[src/rtl/ppu_line_fetch_ctrl.sv]
// Line fetch controller: streams one game-window line from the frame buffer
// into the back bank of a double-buffered line buffer while the display reads the front bank.
module ppu_line_fetch_ctrl #(
  parameter int LINE_W  = 256,
  parameter int ADDR_W  = 17,
  parameter int BASE    = 0,
  parameter int MAX_OUT = 4
) (
  input  logic                    hdmi_clk,
  input  logic                    rst,
  input  logic                    line_start,
  input  logic [8:0]              next_line,
  input  logic                    IsGameWindow,
  output logic                    mem_req,
  output logic [ADDR_W-1:0]       mem_addr,
  input  logic                    mem_gnt,
  input  logic                    mem_rvalid,
  input  logic [15:0]             mem_rdata,
  output logic                    lb_we,
  output logic [$clog2(LINE_W):0] lb_waddr,
  output logic [15:0]             lb_wdata,
  output logic                    rd_bank,
  output logic                    busy,
  output logic                    underrun
);
  localparam int COL_W = $clog2(LINE_W);
  localparam int CNT_W = COL_W + 1;
  localparam logic [CNT_W-1:0] LAST_IDX  = CNT_W'(LINE_W - 1);
  localparam logic [CNT_W-1:0] LINE_CNT  = CNT_W'(LINE_W);
  localparam logic [2:0]       MAX_OUT_C = 3'(MAX_OUT);

  typedef enum logic [1:0] {
    IDLE  = 2'd0,
    FETCH = 2'd1,
    DRAIN = 2'd2
  } state_t;

  state_t           state_reg, state_next;
  logic [8:0]       line_reg, line_next;
  logic [CNT_W-1:0] issued_reg, issued_next;
  logic [CNT_W-1:0] received_reg, received_next;
  logic [2:0]       outstanding_reg, outstanding_next;
  logic             wr_bank_reg, wr_bank_next;
  logic             rd_bank_reg, rd_bank_next;
  logic             line_ready_reg, line_ready_next;
  logic             underrun_reg, underrun_next;

  logic             start_ok;
  logic             fetching;
  logic             req;
  logic             grant;
  logic             wr;
  logic             swap;
  logic [ADDR_W-1:0] addr_sum;

  always_comb begin
    start_ok = line_start && IsGameWindow;
    fetching = (state_reg != IDLE);
    req      = (state_reg == FETCH) && (issued_reg < LINE_CNT) &&
               (outstanding_reg < MAX_OUT_C);
    grant    = req && mem_gnt;
    // Read data is written to the line buffer in the cycle it arrives.
    wr       = fetching && mem_rvalid;
    swap     = line_ready_reg;
    // Sum is taken modulo 2^ADDR_W so the last lines wrap to the buffer start.
    addr_sum = ADDR_W'(BASE) + ADDR_W'({line_reg, {COL_W{1'b0}}}) + ADDR_W'(issued_reg);
  end

  always_comb begin
    state_next       = state_reg;
    line_next        = line_reg;
    issued_next      = issued_reg;
    received_next    = received_reg;
    outstanding_next = outstanding_reg + {2'b00, grant} - {2'b00, wr};
    wr_bank_next     = wr_bank_reg;
    rd_bank_next     = rd_bank_reg;
    line_ready_next  = line_ready_reg;
    underrun_next    = start_ok && fetching;

    if (grant) begin
      issued_next = issued_reg + CNT_W'(1);
    end
    if (wr) begin
      received_next = received_reg + CNT_W'(1);
    end

    case (state_reg)
      IDLE: begin
        if (start_ok) begin
          rd_bank_next     = rd_bank_reg ^ swap;
          line_ready_next  = 1'b0;
          wr_bank_next     = ~(rd_bank_reg ^ swap);
          line_next        = next_line;
          issued_next      = '0;
          received_next    = '0;
          outstanding_next = '0;
          state_next       = FETCH;
        end
      end
      FETCH: begin
        if (grant && (issued_reg == LAST_IDX)) begin
          state_next = DRAIN;
        end
      end
      DRAIN: begin
        state_next = DRAIN;
      end
      default: begin
        state_next = IDLE;
      end
    endcase

    // The last returned word completes the line from either active state.
    if (wr && (received_reg == LAST_IDX)) begin
      state_next      = IDLE;
      line_ready_next = 1'b1;
    end
  end

  always_ff @(posedge hdmi_clk) begin
    if (rst) begin
      state_reg       <= IDLE;
      line_reg        <= '0;
      issued_reg      <= '0;
      received_reg    <= '0;
      outstanding_reg <= '0;
      wr_bank_reg     <= 1'b0;
      rd_bank_reg     <= 1'b0;
      line_ready_reg  <= 1'b0;
      underrun_reg    <= 1'b0;
    end else begin
      state_reg       <= state_next;
      line_reg        <= line_next;
      issued_reg      <= issued_next;
      received_reg    <= received_next;
      outstanding_reg <= outstanding_next;
      wr_bank_reg     <= wr_bank_next;
      rd_bank_reg     <= rd_bank_next;
      line_ready_reg  <= line_ready_next;
      underrun_reg    <= underrun_next;
    end
  end

  assign mem_req  = req;
  assign mem_addr = req ? addr_sum : '0;
  assign lb_we    = wr;
  assign lb_waddr = wr ? {wr_bank_reg, received_reg[COL_W-1:0]} : '0;
  assign lb_wdata = wr ? mem_rdata : '0;
  assign rd_bank  = rd_bank_reg;
  assign busy     = fetching;
  assign underrun = underrun_reg;

endmodule

[config.mk]
export PLATFORM = sky130hd
export DESIGN_NAME = ppu_line_fetch_ctrl
export DESIGN_NICKNAME = d
export VERILOG_FILES = /design/src/rtl/ppu_line_fetch_ctrl.sv
export SDC_FILE = /design/constraint.sdc
export NUM_CORES = 1
export LEC_CHECK = 0
export BUFFER_PORTS_ARGS = -buffer_cell sky130_fd_sc_hd__buf_4
export CAP_MARGIN = 15
export CORE_MARGIN = 3
export CORE_UTILIZATION = 54
export CTS_BUF_LIST = sky130_fd_sc_hd__clkbuf_4
export CTS_CLUSTER_DIAMETER = 200
export CTS_CLUSTER_SIZE = 40
export DETAILED_ROUTE_END_ITERATION = 7
export PLACE_DENSITY_LB_ADDON = 0.05
export SYNTH_ARGS = -nofsm -noshare
export SYNTH_HDL_FRONTEND = slang
export SYNTH_SLANG_ARGS = --single-unit
[constraint.sdc]
create_clock -name hdmi_clk -period 3.85 [get_ports hdmi_clk]
set_input_delay 0 -clock hdmi_clk [delete_from_list [all_inputs] [get_ports hdmi_clk]]
set_output_delay 0 -clock hdmi_clk [all_outputs]
set_load 0.005 [all_outputs]
==> results.md <==
* Port Buffers at 77
* Row count at 21
* I/O pin cnt at 78
* CP required at 4120 ps
* Setup TNS at 0 ps
* Global-route wire length before repair at 8273 um
* Worst path slowest cell: inv_2
* Worst Clk Skew at 11.48 ps
* Nature of the critical path startpoint: register
* Post-Syn Area at 2014 sq um
* Pin count of the biggest net entering global routing at 31
* Core area at 3468 sq um
* Clock Sink Count at 36
* Ys Warns at 0
* Synth Area in Adders at 0.07826
* Final setup vio count at 0
* Library cells used by synthesis at 36
* Finished Cell Area at 2872 sq um
* Compound-Gate Fraction of Synth Area at 0.1516
* Vias in the first global route at 1992
* VDD IR max at 275.0 uV
* Final period utilization at 0.7597
* CTS Root Cell: clkbuf_4
* Mux cell area share after synthesis at 0.004969
* Syn Inst Count at 256
* #FFs+latches synth at 36
* Total gr overflow at 0
* Nets at 394
* Commonest non-fill, non-tap cell in the layout: buf_4
* Fmax at 0.3419 GHz
* Num CTS Buffers at 5
* Clk_lat worst skew at 340 ps
* RSZ-0062 raised after global routing: no
* Die width at 67.08 um
* Nature of the critical path endpoint: register
* Number of synthesized flops with an enable pin at 0
* Worst path arrival time at 3190 ps
* Critical path buffers and inverters at 4
* CP max stage delay at 410 ps
* Top cells by area, synth: dfxtp_1, and2_1, ha_1
* Worst min path class: in -> reg
* DR WL/cell at 13.02 um
* Full die area at 4499 sq um
* CTS tree: done
* Status: completed
* P_leak at 1.257 nW
* Starting Density at 0.5808
* Worst Setup Slack, final at 925.3 ps
* Max FO, Critical Path at 30
* RD Place Congestion at 0.7694
* Worst-path clk slew at 110 ps
* Slew Viols, Final at 0
* Pre-CTS setup slack at 958.7 ps
* FFs w/ async S/R, synth at 0
* Worst slew pin tran at 734.0 ps
* Drt first pass iters at 4
* Final Critical Period at 2925 ps
* Yosys top cell by area: dfxtp_1
* Synth Area in Simple Gates at 0.3236
* Die Height at 67.08 um
* Crit path max-delay family: adder cells
* Leading cell types in the layout, fill and taps excluded: buf_4, dfxtp_1, and2_1
* PostCTS Resize Cnt at 0
* Post-synth top area share at 0.3578
* Dpl cell area at 2611 sq um
* MaxCap Viol Count at 0
* Initial DRC Count at 77
* Synth Area in XOR/XNOR at 0.03478
* Crit-path cells: inv_1 -> ha_1 -> nand2b_1 -> inv_2 -> ha_1 -> inv_1 -> ha_1 -> inv_1 -> fa_1 -> xor2_1 -> and2_1 -> nor3_1
* WL final at 5170 um
* Syn nets at 299
* Final hold violation count at 0
* Largest family of logic cells by synthesized area: simple AND/OR/NAND/NOR gates
* Sequential area share after synthesis at 0.3578
* Syn-to-layout area delta at 42.55%
* Layout cell share with drive strength beyond 1 at 0.2507
* GRT Resource Usage Total at 0.2362
* Initial antenna violation count at 0
* Fin Hold WS at 12.86 ps
* Fill cells at 234
* Final ANT Viol Nets at 0
* Vias at 2132
* PD cells at 262.5 nW/um^2
* Synth Area per Inst at 7.869 sq um
* Clock buffer depth at 2
* DP HPWL at 3442 um
* H-tree lvl count at 2
* Detail-routed via count per cell at 5.370
* Remaining DRCs at 0
* # diodes at 0
* Critical Setup Path Class: reg -> reg
* Rel. slew slack at 0.5084
* Synth Flop Type: dfxtp_1
==> routing by layer <==
| metal | track usage | wire [um] | up-vias |
|---|---|---|---|
| li1 | - | - | 1080 |
| met1 | 0.2680 | 2137 | 960 |
| met2 | 0.4393 | 2583 | 84 |
| met3 | 0.03710 | 392 | 8 |
| met4 | 0.08101 | 56 | 0 |
| met5 | 0 | 0 | - |
==> per-stage QoR <==
step	std cells	utilization	total power (W)
final	397	0.8279	0.0007537
after global placement	369	0.7529	0.0005418
after CTS	397	0.8279	0.0007512
after floorplan	256	-	0.0004844
after global routing	397	0.8279	0.0007904
after detailed placement	369	0.7529	0.0005467
==> cells in the mapped netlist, types with 2 or more instances <==
| master | instances |
|---|---|
| xor2_1 | 4 |
| inv_1 | 13 |
| o21ai_0 | 4 |
| nand3b_1 | 4 |
| o21a_1 | 4 |
| o31ai_1 | 6 |
| nand3_1 | 9 |
| nand4_1 | 6 |
| or3_1 | 5 |
| o21ai_1 | 3 |
| clkbuf_1 | 9 |
| ha_1 | 11 |
| xnor2_1 | 4 |
| nand2_1 | 32 |
| inv_2 | 3 |
| nor3_1 | 5 |
| nand2b_1 | 2 |
| and2_1 | 35 |
| dfxtp_1 | 36 |
| or4_1 | 6 |
| a21oi_1 | 26 |
| nor2_1 | 15 |
==> worst register-to-register path, delay by kind of cell, from the launching register on <==
family / cells / cell delay (ps)
xor+xnor: 1 / 160
fa+ha+maj: 4 / 1110
buf+inv: 4 / 570
flops: 1 / 370
simple gates: 3 / 650
==> where the power goes <==
group | switching (W) | leakage (nW) | internal, W
Clock | 0.000122 | 0.0315 | 0.0000744
Combinational | 0.0000764 | 0.934 | 0.0000815
Sequential | 0.0000125 | 0.292 | 0.000387
==> final timing paths <==
check | slack [ps] | cells past startpoint | from | end
setup reg to reg | 930 | 12 | state_reg[0] | outstanding_reg[2]
setup / recovery | 930 | 12 | state_reg[0] | outstanding_reg[2]
hold reg to reg | 460 | 2 | wr_bank_reg | wr_bank_reg
hold / removal | 10 | 3 | mem_rvalid | line_ready_reg
==> area by class of cell <==
cell class | count | area [sq um] | share of cell area
multi-input cells | 194 | 1195 | 0.4161
repair buffers | 98 | 788.3 | 0.2745
flip-flops and latches | 36 | 720.7 | 0.2510
inverters | 16 | 60.06 | 0.02092
well taps | 46 | 57.56 | 0.02004
clock buffers | 6 | 45.04 | 0.01569
clock inverters | 1 | 5.005 | 0.001743
==> cell families after synthesis <==
family / after synthesis
simple gates: 122
compound gates: 51
flops: 36
buf+inv: 26
fa+ha+maj: 12
xor+xnor: 8
mux: 1
==> timing repair <==
item                       in CTS  in global routing
setup buffers                   0                  0
hold endpoints to repair       13                  0
hold buffers                   21                  0
setup endpoints to repair       0                  0
Power figures use the tool's default switching activity.
